File: src/rtl/pipe_stage_reg.sv
// Pipeline stage register with valid/ready handshake, flush, and a backpressure stall counter.
// Optional skid entry (registered in_ready) enabled by defining PIPE_STAGE_REG_SKID_EN.
module pipe_stage_reg #(
  parameter int DATA_W = 32,
  parameter int CNT_W  = 16
) (
  input  logic              clk,
  input  logic              reset,
  input  logic              flush,
  input  logic              in_valid,
  output logic              in_ready,
  input  logic [DATA_W-1:0] in_data,
  input  logic [31:0]       in_pc8,
  input  logic [4:0]        in_a3,
  input  logic              in_regwrite,
  output logic              out_valid,
  input  logic              out_ready,
  output logic [DATA_W-1:0] out_data,
  output logic [31:0]       out_pc8,
  output logic [4:0]        out_a3,
  output logic              out_regwrite,
  output logic [CNT_W-1:0]  stall_cnt
);

  typedef enum logic [1:0] {
    S_EMPTY = 2'd0,
    S_ONE   = 2'd1,
    S_TWO   = 2'd2
  } state_t;

  state_t            r_state;
  logic [DATA_W-1:0] r_main_data;
  logic [31:0]       r_main_pc8;
  logic [4:0]        r_main_a3;
  logic              r_main_rw;
  logic [CNT_W-1:0]  r_stall_cnt;
  logic              w_accept;
  logic              w_pop;

  assign out_valid    = (r_state != S_EMPTY);
  assign w_accept     = in_valid & in_ready & ~flush;
  assign w_pop        = out_valid & out_ready;
  assign out_data     = r_main_data;
  assign out_pc8      = r_main_pc8;
  assign out_a3       = r_main_a3;
  assign out_regwrite = r_main_rw & out_valid;
  assign stall_cnt    = r_stall_cnt;

`ifdef PIPE_STAGE_REG_SKID_EN
  logic              r_in_ready;
  logic [DATA_W-1:0] r_skid_data;
  logic [31:0]       r_skid_pc8;
  logic [4:0]        r_skid_a3;
  logic              r_skid_rw;

  // in_ready comes straight from a flop; only flush may pull it low combinationally.
  assign in_ready = r_in_ready & ~flush;

  always_ff @(posedge clk or negedge reset) begin
    if (!reset) begin
      r_state     <= S_EMPTY;
      r_in_ready  <= 1'b1;
      r_main_data <= '0;
      r_main_pc8  <= '0;
      r_main_a3   <= '0;
      r_main_rw   <= 1'b0;
      r_skid_data <= '0;
      r_skid_pc8  <= '0;
      r_skid_a3   <= '0;
      r_skid_rw   <= 1'b0;
    end else if (flush) begin
      r_state    <= S_EMPTY;
      r_in_ready <= 1'b1;
    end else begin
      case (r_state)
        S_EMPTY: begin
          if (w_accept) begin
            r_main_data <= in_data;
            r_main_pc8  <= in_pc8;
            r_main_a3   <= in_a3;
            r_main_rw   <= in_regwrite;
            r_state     <= S_ONE;
          end
        end
        S_ONE: begin
          if (w_accept && w_pop) begin
            r_main_data <= in_data;
            r_main_pc8  <= in_pc8;
            r_main_a3   <= in_a3;
            r_main_rw   <= in_regwrite;
          end else if (w_accept) begin
            r_skid_data <= in_data;
            r_skid_pc8  <= in_pc8;
            r_skid_a3   <= in_a3;
            r_skid_rw   <= in_regwrite;
            r_state     <= S_TWO;
            r_in_ready  <= 1'b0;
          end else if (w_pop) begin
            r_state <= S_EMPTY;
          end
        end
        S_TWO: begin
          if (w_pop) begin
            r_main_data <= r_skid_data;
            r_main_pc8  <= r_skid_pc8;
            r_main_a3   <= r_skid_a3;
            r_main_rw   <= r_skid_rw;
            r_state     <= S_ONE;
            r_in_ready  <= 1'b1;
          end
        end
        default: begin
          r_state    <= S_EMPTY;
          r_in_ready <= 1'b1;
        end
      endcase
    end
  end
`else
  assign in_ready = (~out_valid | out_ready) & ~flush;

  always_ff @(posedge clk or negedge reset) begin
    if (!reset) begin
      r_state     <= S_EMPTY;
      r_main_data <= '0;
      r_main_pc8  <= '0;
      r_main_a3   <= '0;
      r_main_rw   <= 1'b0;
    end else if (flush) begin
      r_state <= S_EMPTY;
    end else if (w_accept) begin
      // Accept in ONE implies a simultaneous pop, so main is simply reloaded.
      r_main_data <= in_data;
      r_main_pc8  <= in_pc8;
      r_main_a3   <= in_a3;
      r_main_rw   <= in_regwrite;
      r_state     <= S_ONE;
    end else if (w_pop) begin
      r_state <= S_EMPTY;
    end
  end
`endif

  always_ff @(posedge clk or negedge reset) begin
    if (!reset) begin
      r_stall_cnt <= '0;
    end else if (out_valid && !out_ready && (r_stall_cnt != {CNT_W{1'b1}})) begin
      r_stall_cnt <= r_stall_cnt + CNT_W'(1);
    end
  end

endmodule

File: config.mk
export PLATFORM = sky130hd
export DESIGN_NAME = pipe_stage_reg
export DESIGN_NICKNAME = d
export VERILOG_FILES = /design/src/rtl/pipe_stage_reg.sv
export SDC_FILE = /design/constraint.sdc
export NUM_CORES = 1
export LEC_CHECK = 0
export CORE_MARGIN = 1.5
export CORE_UTILIZATION = 37
export CTS_CLUSTER_DIAMETER = 200
export CTS_CLUSTER_SIZE = 25
export DETAILED_ROUTE_END_ITERATION = 8
export GPL_TIMING_DRIVEN = 0
export PLACE_DENSITY = 0.77
export SLEW_MARGIN = 20
export SYNTH_ARGS = -nofsm -noshare
export SYNTH_HDL_FRONTEND = slang
export SYNTH_SLANG_ARGS = --single-unit
File: constraint.sdc
create_clock -name clk -period 1.77 [get_ports clk]
set_input_delay 0.531 -clock clk [delete_from_list [all_inputs] [get_ports clk]]
set_output_delay 0.531 -clock clk [all_outputs]
set_load 0.02 [all_outputs]
==> Word level (Yosys, flattened, before mapping) <==
Index checks and enable logic that the tools add are counted.
{ "op_classes": {"n_addsub": 1, "n_eq_ne": 1, "muxes": 3, "bitwise": 8, "reduce_logical": 6} }
{ "ops": {"columns": ["op", "n"], "rows": [
  ["adder 16 x 1 -> 16 bit (second input constant)", 1],
  ["!= test 16 bit (second input constant)", 1],
  ["2-to-1 mux 2 bit", 3],
  ["AND 1 bit", 5],
  ["nonzero test 3 bit", 1],
  ["logical AND 1 bit", 2],
  ["inverter 1 bit", 2],
  ["AND reduction 2 bit", 1],
  ["nonzero test 2 bit", 1],
  ["logical NOT 1 bit", 1],
  ["bitwise OR 1 bit", 1]
]} }
{ "totals": {"register_bits": 88, "input_bits": 75, "out_inout_bits": 88, "elab_cells": 25} }

==> Longest topological paths before layout <==
{ "logic_depth": {"word_depth": 8, "depth_mapped": 6} }

==> Worst setup path before layout <==
No wires, ideal clock.
{ "synth_path": {"path_kind": "register to register", "startpoint": "register r_state[0]", "endpoint": "register r_main_a3[4] (netlist: out_a3[4])", "setup_time_ps": 125, "arrival_ps": 2013, "required_ps": 1645, "slack_ps": -368, "path_stages_with_launch": 7, "n_path_buf": 2, "synth_period_minus_slack_ps": 2138, "path_cell_list": "dfrtp_1 > nor2b_1 > nor2_1 > and2_1 > clkbuf_1 > clkbuf_1 > mux2_2"} }
{ "synth_between": {"elab_chain_len": 7} }
{ "synth_rtl": {"columns": ["item", "line", "source"], "rows": [
  ["start: declaration", "31", "state_t r_state;"],
  ["start signal: assignment", "124", "r_state <= S_EMPTY;"],
  ["start signal: assignment", "130", "r_state <= S_EMPTY;"],
  ["start signal: assignment", "137", "r_state <= S_ONE;"],
  ["nonzero test 2 bit", "40", "assign out_valid = (r_state != S_EMPTY);"],
  ["inverter 1 bit", "120", "assign in_ready = (~out_valid | out_ready) & ~flush;"],
  ["bitwise OR 1 bit", "120", null],
  ["AND 1 bit", "120", null],
  ["named net in_ready", "11", "output logic in_ready,"],
  ["AND 1 bit (2 in a row)", "41", "assign w_accept = in_valid & in_ready & ~flush;"],
  ["AND reduction 2 bit (no line)", null, null],
  ["end signal: assignment", "135", "r_main_a3 <= in_a3;"],
  ["end: declaration", "34", "logic [4:0] r_main_a3;"]
]} }
The timed path passes the listed nets, and every way through them passes these cells.
A chain may end at the register's enable or synchronous reset.

==> Worst setup path in the final report <==
{ "layout_path": {"startpoint": "register r_state[0]", "endpoint": "output out_regwrite"} }
{ "layout_between": {"elab_chain_len": 2} }
{ "layout_rtl": {"columns": ["item", "line", "source"], "rows": [
  ["nonzero test 2 bit", "40", null],
  ["AND 1 bit", "46", "assign out_regwrite = r_main_rw & out_valid;"],
  ["end: declaration", "21", "output logic out_regwrite,"]
]} }
No other way between the ends.

==> metrics.txt <==
status finished clean; Die Wd 99.30 microns; Setup WS post-layout 0.05255 ns; synthesized area 3431 sq um; Tightest Hold Check Type in2async; WP data required 1.24 ns; final hold viol count 0; Max Cap Viol 0; Total Wirelength 8507 microns; total leakage power 2.522 nW; Post-DP HPWL 6042 microns; share of cells above drive strength 1 0.3255; CTS tree yes; Worst slew margin 0.6855; RSZ-0062 raised after global routing no; CP startpoint r_state[0]; Setup WS pre-CTS -0.5599 ns; Critical Path End Type output port; Top Usage Layer GRT met2; GRT overflow 0; crit-path cells and2_1 -> clkdlybuf4s15_2; CP startpoint kind flip-flop; fillcell total 726; Syn. warnings 0; Slew @ Worst Pin 0.4718 ns; # nets final 495; Die Ht 99.30 microns; Crit Path Class reg2out; DRT Pass-1 Iters 6; power density cells 993.7 nW/um^2; CTS root buffer clkbuf_8; Synth area leader dfrtp_1; register area 2188 sq um; Period minus WS final 1.717 ns; final instance area 5619 sq um; Max stage delay cell, worst path dfrtp_2; Worst-path clk slew 0.10 ns; largest net degree at the start of global routing 55; Syn Area/Cell 14.92 sq um; Finish-stage setup viols 0; Net Count, Synth 306; Clock Sinks 87; Vias 2594; routed len/inst 15.99 microns; Fmax achieved 0.5823 GHz; multi-input logic area 1279 sq um; CTS buffer count 9; row count 34; I/O Pins 163; clk_lat worst skew 0.35 ns; Total GRT Usage 0.1717; met3 usage 0.04076; met1 Use GR 0.2061; input/output buffers 162; initial drt markers 45; post-synthesis register bit count 87; core area 8848 sq um; final core utilization 0.6350; Post-synth ARST share 1.000; max-slew violations 0; Synth top area share 0.6346; Worst Skew 0.009298 ns; r2r startpoint r_state[0]; Synth cell types 24; Synth top cells by count dfrtp_1, mux2_2, nand2_1, nor2_1, xor2_1; Most used DFF post-synth dfrtp_1; slowest stage delay, CP 0.45 ns; Bufs on Longest Clock Path 2; die area 9860 sq um; Synth area leaders dfrtp_1, mux2_2, xor2_1; ant diodes 0; P&R area growth vs syn 63.79%; H-tree depth 3; Post-synth EDFFs 0; top-count cell post-synth dfrtp_1; Gate Count Post-Synth 230; GR Layer Usage met2 0.2929; global placer's final weighted congestion 0.7674; number of global-route vias before repair 2599; first-pass GRT wire length 13180 microns; antenna violations before repair 0; Arr. time, crit path 1.19 ns; final hold slack 0.1177 ns; DRT antenna net count 0; DP Area 5333 sq um; DR vias/cell 4.876; crit path max fanout 4; Initial Util 0.3877; crit share post-route 0.9703; Peak VDD IR 579.1 uV; Seq/Total Area, Yosys 0.6346; DRC 0
==> sequential cells by signal (all words and copies together) (netlist names) <==
| register | flops |
|---|---|
| out_a3 | 5 |
| out_data | 32 |
| out_pc8 | 32 |
| r_main_rw | 1 |
| r_state | 1 |
| stall_cnt | 16 |
==> kinds of logic (layout without fill, tap and decap cells) <==
| group | after synthesis | in the layout | share of synthesized area |
|---|---|---|---|
| flops | 87 | 87 | 0.6346 |
| buf+inv | 11 | 205 | 0.01313 |
| mux | 72 | 72 | 0.2363 |
| fa+ha+maj | 1 | 1 | 0.003646 |
| compound gates | 4 | 4 | 0.01057 |
| xor+xnor | 13 | 13 | 0.03319 |
| simple gates | 42 | 42 | 0.06857 |
==> routing by layer <==
| metal | vias up | part of all wire |
|---|---|---|
| li1 | 1200 | - |
| met1 | 1259 | 0.40 |
| met2 | 110 | 0.51 |
| met3 | 25 | 0.063 |
| met4 | 0 | 0.032 |
| met5 | - | 0 |
==> worst paths after layout <==
path | slack [ns] | endpoint | cells past startpoint
worst max-delay path | 0.05 | out_regwrite | 2
max in group asynchronous | 1.03 | out_pc8[19] | 2
min in group clk | 0.44 | r_state[0] | 2
worst min register to register | 0.50 | out_data[26] | 1
worst max register to register | 0.07 | out_data[11] | 6
worst min-delay path | 0.12 | out_data[0] | 1
==> cell usage in the layout, fill, tap and decap left out, types with 6 or more instances in the layout <==
cell / synthesis / final
clkbuf_8: 0 / 15
buf_4: 0 / 15
nand4_1: 6 / 6
xnor2_1: 6 / 6
xor2_1: 7 / 7
dfrtp_1: 87 / 78
clkdlybuf4s50_1: 0 / 71
nor2_1: 8 / 7
dlygate4sd2_1: 0 / 85
nand2_1: 8 / 8
mux2_2: 72 / 72
dfrtp_2: 0 / 9
==> critical path: cells and delay by family (launching register included) <==
family                 cells  cell delay (ns)
flip-flops                 1             0.45
buffers and inverters      1             0.25
AND/OR/NAND/NOR            1             0.14
==> stage by stage <==
stage,TNS (ns),std cells,power [W]
after floorplan,0,230,0.003392
after global placement,-291.48,500,0.004335
after detailed placement,-31.19,501,0.004392
after CTS,-0.1042,519,0.005643
after global routing,0,532,0.005870
final,0,532,0.005584
==> where the power goes <==
group,internal (W),switching [W],leakage [nW]
clock network,0.000714,0.000752,0.108
registers,0.00232,0.000215,1.04
logic,0.000788,0.000791,1.38
==> timing repair <==
action,4_1_cts,5_1_grt
gates resized for setup,100,9
cloned,2,0
buffers inserted,1,13
setup endpoints to repair,124,18
hold buffers,0,0
pin swaps,0,6
endpoints found under the hold margin,0,0
==> area by class of cell <==
class / instances / area share
Timing Repair Buffer: 179 / 0.2977
Clock inverter: 6 / 0.01314
Inverter: 2 / 0.001336
Buffer: 8 / 0.02227
Tap cell: 108 / 0.02405
Multi-Input combinational cell: 132 / 0.2276
Clock buffer: 10 / 0.02449
Sequential cell: 87 / 0.3894
No activity file was read; power rests on OpenSTA's default activity.
